File: src/rtl/io_ccff_loader_pkg.sv
// io_ccff_loader shared types: FSM state encoding and counter sizing.
// Optional readback is enabled by defining IO_CCFF_READBACK_EN.
package io_ccff_loader_pkg;

    typedef enum logic [2:0] {
        ST_IDLE,
        ST_FRST,
        ST_SHIFT,
        ST_SETTLE,
        ST_RELEASE
    } state_e;

    // Width of a counter that must hold 0..n without wrapping
    function automatic int cnt_w(input int n);
        return (n < 1) ? 1 : $clog2(n + 1);
    endfunction

endpackage

File: src/rtl/io_ccff_serializer.sv
// Word buffer for the configuration chain: accepts stream words and
// presents them LSB-first on ccff_head, one bit per enabled cycle.
module io_ccff_serializer
    import io_ccff_loader_pkg::*;
#(
    parameter int WORD_W = 8
) (
    input  logic              clk,
    input  logic              rst_n,
    input  logic              active_i,
    input  logic              more_i,
    input  logic              cfg_valid_i,
    input  logic [WORD_W-1:0] cfg_data_i,
    output logic              cfg_ready_o,
    output logic              bit_valid_o,
    output logic              head_o
);

    localparam int RMW = cnt_w(WORD_W);

    logic [WORD_W-1:0] buf_q;
    logic [RMW-1:0]    rem_q;
    logic              head_q;
    logic              empty;
    logic              accept;

    assign empty       = (rem_q == '0);
    assign bit_valid_o = active_i && !empty;
    // Refill early on the last bit so consecutive words shift without a gap
    assign cfg_ready_o = active_i &&
                         (empty || ((rem_q == RMW'(1)) && more_i));
    assign accept      = cfg_valid_i && cfg_ready_o;
    assign head_o      = bit_valid_o ? buf_q[0] : head_q;

    // Buffer load / shift; leftover bits are dropped once shifting ends
    always_ff @(posedge clk or negedge rst_n) begin
        if (!rst_n) begin
            buf_q  <= '0;
            rem_q  <= '0;
            head_q <= 1'b0;
        end else begin
            if (bit_valid_o) begin
                head_q <= buf_q[0];
            end
            if (!active_i) begin
                rem_q <= '0;
            end else if (accept) begin
                buf_q <= cfg_data_i;
                rem_q <= RMW'(WORD_W);
            end else if (bit_valid_o) begin
                buf_q <= buf_q >> 1;
                rem_q <= rem_q - RMW'(1);
            end
        end
    end

endmodule

File: src/rtl/io_ccff_loader.sv
// I/O tile configuration-chain loader: FSM, bit counter, pad sequencing.
// Define IO_CCFF_READBACK_EN to add ccff_tail capture (rd_valid/rd_data).
module io_ccff_loader
    import io_ccff_loader_pkg::*;
#(
    parameter int CHAIN_LEN  = 64,
    parameter int WORD_W     = 8,
    parameter int RST_CYCLES = 4
) (
    input  logic              prog_clk,
    input  logic              pReset_N,
    input  logic              start,
    input  logic              cfg_valid,
    input  logic [WORD_W-1:0] cfg_data,
    output logic              cfg_ready,
    output logic              busy,
    output logic              configured,
    output logic              fabric_pReset,
    output logic              config_enable,
    output logic              ccff_head,
    input  logic              ccff_tail,
`ifdef IO_CCFF_READBACK_EN
    output logic              rd_valid,
    output logic [WORD_W-1:0] rd_data,
`endif
    output logic              IO_ISOL_N
);

    localparam int CW = cnt_w(CHAIN_LEN);
    localparam int RW = cnt_w(RST_CYCLES);

    state_e         state_q;
    logic [CW-1:0]  bit_cnt_q;
    logic [RW-1:0]  rst_cnt_q;
    logic           configured_q;
    logic           isol_n_q;
    logic           fpreset_q;
    logic           bit_en;
    logic           more;
    logic           last_bit;

    assign busy          = (state_q != ST_IDLE);
    assign configured    = configured_q;
    assign IO_ISOL_N     = isol_n_q;
    assign fabric_pReset = fpreset_q;
    assign config_enable = bit_en;
    assign more          = (bit_cnt_q != CW'(CHAIN_LEN - 1));
    assign last_bit      = bit_en && !more;

    io_ccff_serializer #(
        .WORD_W (WORD_W)
    ) u_ser (
        .clk         (prog_clk),
        .rst_n       (pReset_N),
        .active_i    (state_q == ST_SHIFT),
        .more_i      (more),
        .cfg_valid_i (cfg_valid),
        .cfg_data_i  (cfg_data),
        .cfg_ready_o (cfg_ready),
        .bit_valid_o (bit_en),
        .head_o      (ccff_head)
    );

    // Load sequencer; pads stay isolated until the chain is complete
    always_ff @(posedge prog_clk or negedge pReset_N) begin
        if (!pReset_N) begin
            state_q      <= ST_IDLE;
            bit_cnt_q    <= '0;
            rst_cnt_q    <= '0;
            configured_q <= 1'b0;
            isol_n_q     <= 1'b0;
            fpreset_q    <= 1'b1;
        end else begin
            unique case (state_q)
                ST_IDLE: begin
                    if (start) begin
                        state_q      <= ST_FRST;
                        rst_cnt_q    <= '0;
                        configured_q <= 1'b0;
                        isol_n_q     <= 1'b0;
                        fpreset_q    <= 1'b1;
                    end
                end
                ST_FRST: begin
                    if (rst_cnt_q == RW'(RST_CYCLES - 1)) begin
                        state_q   <= ST_SHIFT;
                        bit_cnt_q <= '0;
                    end else begin
                        rst_cnt_q <= rst_cnt_q + RW'(1);
                    end
                end
                ST_SHIFT: begin
                    if (bit_en) begin
                        bit_cnt_q <= bit_cnt_q + CW'(1);
                        if (!more) begin
                            state_q   <= ST_SETTLE;
                            fpreset_q <= 1'b0;
                        end
                    end
                end
                ST_SETTLE: begin
                    state_q      <= ST_RELEASE;
                    isol_n_q     <= 1'b1;
                    configured_q <= 1'b1;
                end
                ST_RELEASE: begin
                    state_q <= ST_IDLE;
                end
                default: begin
                    state_q <= ST_IDLE;
                end
            endcase
        end
    end

`ifdef IO_CCFF_READBACK_EN
    localparam int IW = cnt_w(WORD_W - 1);

    logic [WORD_W-1:0] acc_q;
    logic [WORD_W-1:0] acc_nx;
    logic [IW-1:0]     idx_q;

    // Merge the bit arriving on ccff_tail this cycle into the word
    always_comb begin
        acc_nx         = acc_q;
        acc_nx[idx_q]  = ccff_tail;
    end

    // Collect old chain contents; flush full or final partial words
    always_ff @(posedge prog_clk or negedge pReset_N) begin
        if (!pReset_N) begin
            acc_q    <= '0;
            idx_q    <= '0;
            rd_valid <= 1'b0;
            rd_data  <= '0;
        end else begin
            rd_valid <= 1'b0;
            if (state_q == ST_IDLE && start) begin
                acc_q <= '0;
                idx_q <= '0;
            end else if (bit_en) begin
                if (idx_q == IW'(WORD_W - 1) || last_bit) begin
                    rd_valid <= 1'b1;
                    rd_data  <= acc_nx;
                    acc_q    <= '0;
                    idx_q    <= '0;
                end else begin
                    acc_q <= acc_nx;
                    idx_q <= idx_q + IW'(1);
                end
            end
        end
    end
`else
    logic unused_tail;
    logic unused_last;
    assign unused_tail = ccff_tail;
    assign unused_last = last_bit;
`endif

endmodule
File: config.mk
export PLATFORM = sky130hd
export DESIGN_NAME = io_ccff_loader
export DESIGN_NICKNAME = d
export VERILOG_FILES = /design/src/rtl/io_ccff_loader_pkg.sv /design/src/rtl/io_ccff_serializer.sv /design/src/rtl/io_ccff_loader.sv
export SDC_FILE = /design/constraint.sdc
export NUM_CORES = 1
export LEC_CHECK = 0
export CORE_MARGIN = 10
export CORE_UTILIZATION = 58
export CTS_CLUSTER_SIZE = 14
export DETAILED_ROUTE_END_ITERATION = 7
export PLACE_DENSITY = 0.81
export RECOVER_POWER = 100
export SLEW_MARGIN = 20
export SYNTH_ARGS = -nofsm -noshare
export SYNTH_HDL_FRONTEND = slang
export SYNTH_SLANG_ARGS = --single-unit
File: constraint.sdc
create_clock -name prog_clk -period 3.5 [get_ports prog_clk]
set_input_delay 0.875 -clock prog_clk [delete_from_list [all_inputs] [get_ports prog_clk]]
set_output_delay 0.875 -clock prog_clk [all_outputs]
set_load 0.05 [all_outputs]
# == Word level (Yosys, flattened, before mapping) ==
# Cells that the tools add are included.
# totals
in_bits,13
output_inout_bits,7
elab_cells,66
ff_bits,28
# classes
n_mux,23
n_eq_ne,12
n_addsub,3
n_reduce_logical,20
# op_table
operator,n
2-to-1 mux 3 bit,6
2-to-1 mux 8 bit,2
2-to-1 mux 7 bit,2
case mux 7 bit (2 select lines),1
2-to-1 mux 4 bit,3
case mux 3 bit (4 select lines),1
!= test 2 bit (second input constant),5
nonzero test 2 bit,5
equality test 3 x 2 -> 1 bit (second input constant),3
AND reduction 4 bit,2
adder 7 x 1 -> 7 bit (second input constant),1
!= test 7 x 6 -> 1 bit (second input constant),1
case mux 3 bit (2 select lines),1
AND reduction 3 bit,2
2-to-1 mux 1 bit,5
equality test 4 x 1 -> 1 bit (second input constant),1
logical AND 1 bit,4
logical NOT 4 bit,1
case mux 1 bit (2 select lines),2
AND reduction 2 bit,2
subtractor 4 x 1 -> 4 bit (second input constant),1
adder 3 x 1 -> 3 bit (second input constant),1
equality test 3 x 1 -> 1 bit (second input constant),1
logical NOT 3 bit,1
other kinds (4),4

# == Logic depth before layout (Yosys ltp) ==
# Gate-level depths: netlist (run 1).
# logic_depth
ltp_word,7
depth_mapped,9
depth_no_buf,7

# == Cells and area by module ==
# A second synthesis (run 1) with hierarchy kept.
# hier_totals
cells_unflattened,149
hier_area_um2,1536.5
# modules_own_cells
module,seq_area_each_um2,area_per_inst_um2,cells_per_inst,n_inst
io_ccff_loader,376.6,832.0,75,1
io_ccff_serializer,325.3,704.4,74,1

# == Worst setup path before layout (run 1) ==
# Ideal clock, no wire load.
# synth_path
path_type,register -> output
start,reg bit_cnt_q[0]
end,out cfg_ready
required_time_ps,2625
t_arrival_ps,2216
path_slack_ps,409
path_stages_with_launch,6
n_path_buf,0
path_cell_list,dfrtp_1 ha_1 and4_1 a2111oi_2 nor2_1 nor2_1
# synth_between
elab_chain_len,4
# synth_rtl
element,line_no,rtl
"start, declared",io_ccff_loader.sv:33,logic [CW-1:0] bit_cnt_q;
"start signal, assigned",io_ccff_loader.sv:94,bit_cnt_q <= bit_cnt_q + CW'(1);
!= test 7 x 6 -> 1 bit,io_ccff_loader.sv:47,assign more = (bit_cnt_q != CW'(CHAIN_LEN - 1));
logical AND 1 bit,io_ccff_serializer.sv:31,(empty || ((rem_q == RMW'(1)) && more_i));
logical OR 1 bit,io_ccff_serializer.sv:31,
logical AND 1 bit,io_ccff_serializer.sv:30,assign cfg_ready_o = active_i &&
"end, declared",io_ccff_loader.sv:15,"output logic cfg_ready,"
# No other way between the ends.

# == Worst setup path in the final report (run 1) ==
# layout_path
start,reg u_ser.rem_q[0]
end,out ccff_head
# layout_between
elab_chain_len,4
# layout_rtl
element,line_no,rtl
"start, declared",io_ccff_serializer.sv:22,logic [RMW-1:0] rem_q;
"start signal, assigned",io_ccff_serializer.sv:49,rem_q <= RMW'(WORD_W);
"start signal, assigned",io_ccff_serializer.sv:52,rem_q <= rem_q - RMW'(1);
logical NOT 4 bit,io_ccff_serializer.sv:27,assign empty = (rem_q == '0);
logical NOT 1 bit,io_ccff_serializer.sv:28,assign bit_valid_o = active_i && !empty;
logical AND 1 bit,io_ccff_serializer.sv:28,
2-to-1 mux 1 bit,io_ccff_serializer.sv:33,assign head_o = bit_valid_o ? buf_q[0] : head_q;
"end, declared",io_ccff_loader.sv:20,"output logic ccff_head,"
# No other way between the ends.

==> flow_metrics.tcl, run 1 <==
set metrics [dict create \
    synth_flop_cell "dfrtp_1" \
    grt_pass1_vias 1307 \
    cp_common_cell "nand2_1" \
    ys_seq_area_share_pct 44.59 \
    totalPowerFinal_mw 1.269 \
    wl_per_cell_um 16.26 \
    die_area_sq_mm 0.005198 \
    report.final.slew_viol_count 0 \
    clk_pin_slew_ns 0.14 \
    place.gp.congestion 0.7808 \
    period_needed_ns 3.299 \
    reg2regPathDepth 7 \
    avgSynthCellArea_sq_um 9.425 \
    postPlaceCellArea_sq_mm 0.001767 \
    maxCapViolCount 0 \
    hold-path-endpoint "u_ser.head_q" \
    cellPowerDensity_mw_per_mm2 710.9 \
    clock_path_buffers 2 \
    end_kind "primary output" \
    layout-drive-gt1-share_pct 7.104 \
    required_ns 2.62 \
    grt_use_total_pct 13.75 \
    synth.cell_area_sq_mm 0.001574 \
    finalSetupViolations 0 \
    ys_ff_latch 28 \
    synthTopCellsByArea "dfrtp_1 43%, ha_1 4.8%, nor2_1 4.8%" \
    netlist_instances 167 \
    fp.dieW_um 72.10 \
    hp-class "flip-flop to flip-flop" \
    io_buffers 18 \
    cts_buffers 3 \
    synth.distinct_cells 41 \
    firstDrtPassIters 4 \
    cp_max_fo 13 \
    cts-hold-fix-buffers 0 \
    yosys.area.top_type_share_pct 42.93 \
    r2r-end "u_ser.buf_q[2]" \
    leakage_nw 0.8293 \
    crit_type "flip-flop to primary output" \
    die_y_um 72.10 \
    synth_top_cell_by_area "dfrtp_1" \
    diodes 0 \
    setup_ws_ns 0.2008 \
    root_buffer "clkbuf_4" \
    antenna_found_initial 0 \
    rows 18 \
    arrival_ns 2.42 \
    num_vias 1306 \
    async_flop_share_pct 100.0 \
    slowest_delay_ns 0.52 \
    hold-path-cell-count 2 \
    start_util_pct 62.40 \
    postCtsSetupBuffers 0 \
    drcViolationCount 0 \
    worstHoldStart "u_ser.head_q" \
    synth-edff-count 0 \
    grt_max_degree 29 \
    hold_violations 0 \
    worstPathCellList "inv_1 -> ha_1 -> or3b_1 -> nand2_4 -> inv_2 -> nand2_1 -> nand2_1 -> clkbuf_2" \
    dp_hpwl_mm 2.571 \
    fin_crit_sh_pct 94.26 \
    fmax_ghz 0.3031 \
    setup.worst_path.start_class "flip-flop" \
    ys_warn_count 0 \
    stdcell_area_sq_mm 0.001785 \
    hold-worst-slack_ns 0.5067 \
    area_growth_pct 13.43 \
    fin_nets 203 \
    drt_wl_total_mm 3.464 \
    first_iter_violations 113 \
    vias_per_cell 6.131 \
    grt_pass1_wl_mm 5.996 \
    synthesis.nets 186 \
    ff2ff_setup_slack_ns 1.20 \
    n_fill_cell 207 \
    cts_tree "yes" \
    overflow 0 \
    rsz0062_at_grt "false" \
    status "completed" \
    r2r-start "u_ser.rem_q[0]" \
    clkLatencyLatePin_ns 0.33 \
    vdd_drop_max_mv 0.6375 \
    fp.coreArea_sq_mm 0.002522 \
    worstMarginPinSlew_ns 1.453 \
    h-tree-depth 1 \
    cts_resized 0 \
    critPathBufInv 3 \
    io_pins 20 \
    place_ws_ns 0.6536 \
    fin_skew_ns 0.008220 \
    clock-sinks 28 \
    fin_tns_setup_ns 0 \
    cp_top_family "simple AND/OR/NAND/NOR gates" \
    ant_nets 0 \
    cpMaxStageDelayCell "or3b_1" \
    maxSlewHeadroom_pct 3.117 \
]
## worst max-delay path by stage
stage	depth (start not counted)	to	from	slack, ns
final	8	ccff_head	u_ser.rem_q[0]	0.20
after CTS	8	ccff_head	u_ser.rem_q[0]	0.26
after global placement	8	ccff_head	u_ser.rem_q[0]	0.73
after floorplan	5	cfg_ready	bit_cnt_q[0]	0.41
after global routing	7	cfg_ready	bit_cnt_q[0]	0.08
after detailed placement	8	ccff_head	u_ser.rem_q[0]	0.65
## area by class of cell
cell class / count / area, sq um / share of cell area, %
Multi-Input combinational cell: 116 / 742.0 / 41.56
Sequential cell: 28 / 701.9 / 39.31
Timing Repair Buffer: 22 / 202.7 / 11.35
Inverter: 13 / 48.80 / 2.733
Tap cell: 30 / 37.54 / 2.102
Clock inverter: 1 / 30.03 / 1.682
Clock buffer: 3 / 22.52 / 1.261
## layout by cell type, fill, tap and decap left out, types with 2 or more instances in the layout
cell / synthesis / routed
nor2b_1: 2 / 2
xor2_1: 2 / 2
a2111oi_0: 1 / 2
buf_4: 1 / 2
dlygate4sd3_1: 0 / 7
a211oi_1: 5 / 8
xnor2_1: 3 / 3
dfrtp_1: 27 / 27
a21oi_1: 2 / 2
clkbuf_4: 0 / 3
a22o_1: 2 / 2
inv_1: 12 / 12
clkdlybuf4s50_1: 0 / 8
a21o_1: 2 / 2
clkbuf_2: 0 / 2
ha_1: 6 / 6
o21ai_0: 11 / 11
nor3_1: 14 / 14
or3b_1: 2 / 2
nand3_1: 5 / 5
nand2_1: 14 / 14
a221o_1: 6 / 6
clkbuf_1: 4 / 2
nor2_1: 20 / 20
## metal layers
layer	up-vias	wire (um)	GRT usage (%)	share of wire (%)
met5	-	0	0	0
met4	0	29	4.301	0.84
met3	4	270	3.673	7.8
met1	640	1480	17.23	43
li1	624	-	-	-
met2	38	1683	22.35	49
## metrics by stage
stage                     instances  utilization [%]
after global placement          209            70.04
after detailed placement        209            70.04
after global routing            213            70.78
after CTS                       213            72.12
final                           213            70.78
after floorplan                 167                -
## worst min-delay path, stage by stage, from the launching register on
cell and delay [ns]:
dfrtp_1 0.35, nand2_1 0.04, nand2_1 0.08
## cells by family after synthesis
family | synth area share (%)
AOI/OAI and AO/OA | 19.08
xor gates and xnor gates | 2.783
adders and majority gates | 4.769
buffers and inverters | 6.915
DFF | 44.60
muxes | 0.6360
and+or+nand+nor | 21.22
## report_power, final
group	total (mW)	switching [mW]	internal, mW
Clock	0.211	0.0954	0.116
Sequential	0.549	0.116	0.433
Combinational	0.509	0.304	0.204
Total	1.27	0.516	0.753
## cell usage after synthesis (2+ instances only)
cell      instances
a211oi_1          5
a211oi_2          3
a21o_1            2
a21oi_1           2
a221o_1           6
a22o_1            2
buf_2             3
buf_6             2
clkbuf_1          4
dfrtp_1          27
ha_1              6
inv_1            12
nand2_1          14
nand3_1           5
nor2_1           20
nor2b_1           2
nor3_1           14
o21ai_0          11
or3b_1            2
xnor2_1           3
xor2_1            2
## sequential cells by signal, indices dropped and copies added, names as in the netlist
name and cells:
u_ser.buf_q 8, u_ser.rem_q 4, u_ser.head_q 1, fabric_pReset 1
state_q 3, bit_cnt_q 7, rst_cnt_q 3, IO_ISOL_N 1
Note: power is estimated with default switching activity, not from simulation.
==> inputs of run 2 (changes only) <==
--- a/config.mk
+++ b/config.mk
@@ -9,6 +9,7 @@
 export CORE_UTILIZATION = 58
 export CTS_CLUSTER_SIZE = 14
 export DETAILED_ROUTE_END_ITERATION = 7
+export MAX_ROUTING_LAYER = met4
 export PLACE_DENSITY = 0.81
 export RECOVER_POWER = 100
 export SLEW_MARGIN = 20
==> run 2 against run 1 <==
Total power is essentially flat; flip-flop and latch count stayed put; register-to-register slack barely moved; via count grew 0.23%; final area unchanged; fmax fell by 0.18%; critical endpoint unchanged; largest cell class unchanged.
==> flow_metrics.tcl, run 2 (same netlist as run 1, synthesis figures left out) <==
set metrics [dict create \
    stdcell_count 213 \
    grt_pass1_vias 1310 \
    area_growth_pct 13.43 \
    maxCapViolCount 0 \
    fp.dieW_um 72.10 \
    leakage_nw 0.8293 \
    grt_max_degree 29 \
    fin_skew_ns 0.01250 \
    grt_pass1_wl_mm 5.989 \
    required_ns 2.62 \
    postCtsSetupBuffers 0 \
    top_register "u_ser.buf_q" \
    fin_tns_setup_ns 0 \
    dp_hpwl_mm 2.571 \
    clock-sinks 28 \
    clkLatencyLatePin_ns 0.33 \
    fp.coreArea_sq_mm 0.002522 \
    hold-path-endpoint "bit_cnt_q[6]" \
    cellPowerDensity_mw_per_mm2 710.8 \
    finalSetupViolations 0 \
    r2r-start "u_ser.rem_q[0]" \
    place_inst 209 \
    grt_use_total_pct 14.12 \
    firstDrtPassIters 4 \
    die_y_um 72.10 \
    hold_violations 0 \
    place.gp.congestion 0.7915 \
    io_buffers 18 \
    drcViolationCount 0 \
    root_buffer "clkbuf_4" \
    drt_wl_total_mm 3.480 \
    rsz0062_at_grt "false" \
    clk_pin_slew_ns 0.16 \
    final_cell_mix "27 x dfrtp_1, 20 x nor2_1, 14 x nor3_1, 14 x nand2_1, 12 x inv_1" \
    setup.worst_path.start_class "flip-flop" \
    fin_crit_sh_pct 94.43 \
    cts_resized 0 \
    cp_max_fo 13 \
    h-tree-depth 1 \
    antenna_found_initial 0 \
    grt.busiest_layer "met2" \
    arrival_ns 2.43 \
    die_area_sq_mm 0.005198 \
    wl_per_cell_um 16.34 \
    layout-drive-gt1-share_pct 7.104 \
    io_pins 20 \
    hold-path-cell-count 1 \
    met2_usage_pct 22.35 \
    reg2regPathDepth 7 \
    first_iter_violations 134 \
    crit_type "flip-flop to primary output" \
    cts_tree "yes" \
    gr-usage-met3_pct 3.129 \
    maxSlewHeadroom_pct 2.905 \
    end_kind "primary output" \
    cts_buffers 3 \
    cts-hold-fix-buffers 0 \
    num_vias 1309 \
    ant_nets 0 \
    r2r-end "u_ser.buf_q[2]" \
    top_regs "u_ser.buf_q: 8 flops, bit_cnt_q: 7 flops, u_ser.rem_q: 4 flops" \
    fmax_ghz 0.3026 \
    period_needed_ns 3.305 \
    ff2ff_setup_slack_ns 1.19 \
    largest_register_ffs 8 \
    final_common_cell "dfrtp_1" \
    overflow 0 \
    hp-class "flip-flop to flip-flop" \
    diodes 0 \
    start_util_pct 62.40 \
    vias_per_cell 6.146 \
    worstHoldStart "bit_cnt_q[6]" \
    report.final.slew_viol_count 0 \
    rows 18 \
    worstMarginPinSlew_ns 1.456 \
    status "completed" \
    use_met1_pct 17.47 \
    clock_path_buffers 2 \
    fin_nets 203 \
    vdd_drop_max_mv 0.6373 \
]
==> run 2: how the worst max path moves through the flow <==
stage,cells past startpoint,to,startpoint,slack [ns]
floorplan,5,cfg_ready,bit_cnt_q[0],0.41
global placement,8,ccff_head,u_ser.rem_q[0],0.73
detailed placement,8,ccff_head,u_ser.rem_q[0],0.65
CTS,8,ccff_head,u_ser.rem_q[0],0.26
global route,7,cfg_ready,bit_cnt_q[0],0.08
finish,8,ccff_head,u_ser.rem_q[0],0.19
==> run 2: routing by layer <==
layer  up-vias  wire length (um)
met4         0                42
met5         -                 0
met3         6               204
met2        35              1683
li1        625                 -
met1       643              1549
==> run 2: metrics by stage <==
| stage | hold slack (ns) | worst slack (ns) | util (%) | total power [mW] | cell area, sq um |
|---|---|---|---|---|---|
| 3_5_place_dp | 0.4740 | 0.6536 | 70.04 | 1.083 | 1767 |
| 6_report | 0.5037 | 0.1948 | 70.78 | 1.269 | 1785 |
| 4_1_cts | 0.5002 | 0.2640 | 72.12 | 1.297 | 1819 |
| 2_1_floorplan | 0.4498 | 0.4086 | - | 0.9191 | 1574 |
| 3_3_place_gp | 0.4618 | 0.7295 | 70.04 | 1.042 | 1767 |
| 5_1_grt | 0.5325 | 0.07509 | 70.78 | 1.362 | 1785 |
==> run 2: area by class of cell <==
type / instances / area [sq um]
clock buffers: 3 / 22.52
clock inverters: 1 / 30.03
fillers: 207 / 737.0
inverters: 13 / 48.80
multi-input cells: 116 / 742.0
flip-flops and latches: 28 / 701.9
well taps: 30 / 37.54
repair buffers: 22 / 202.7
==> run 2: report_power, final <==
group / switching, mW / leakage (nW) / total [mW] / internal (mW)
Sequential: 0.116 / 0.369 / 0.549 / 0.433
Clock: 0.0950 / 0.0279 / 0.211 / 0.116
Combinational: 0.305 / 0.433 / 0.509 / 0.205
Total: 0.516 / 0.829 / 1.27 / 0.753
==> run 2: worst max-delay path: stages, from the launching register on <==
cell and delay (ns):
dfrtp_1 0.43, inv_1 0.13, ha_1 0.22, or3b_1 0.51, nand2_4 0.23, inv_2 0.15, nand2_1 0.11, nand2_1 0.07
clkbuf_2 0.24
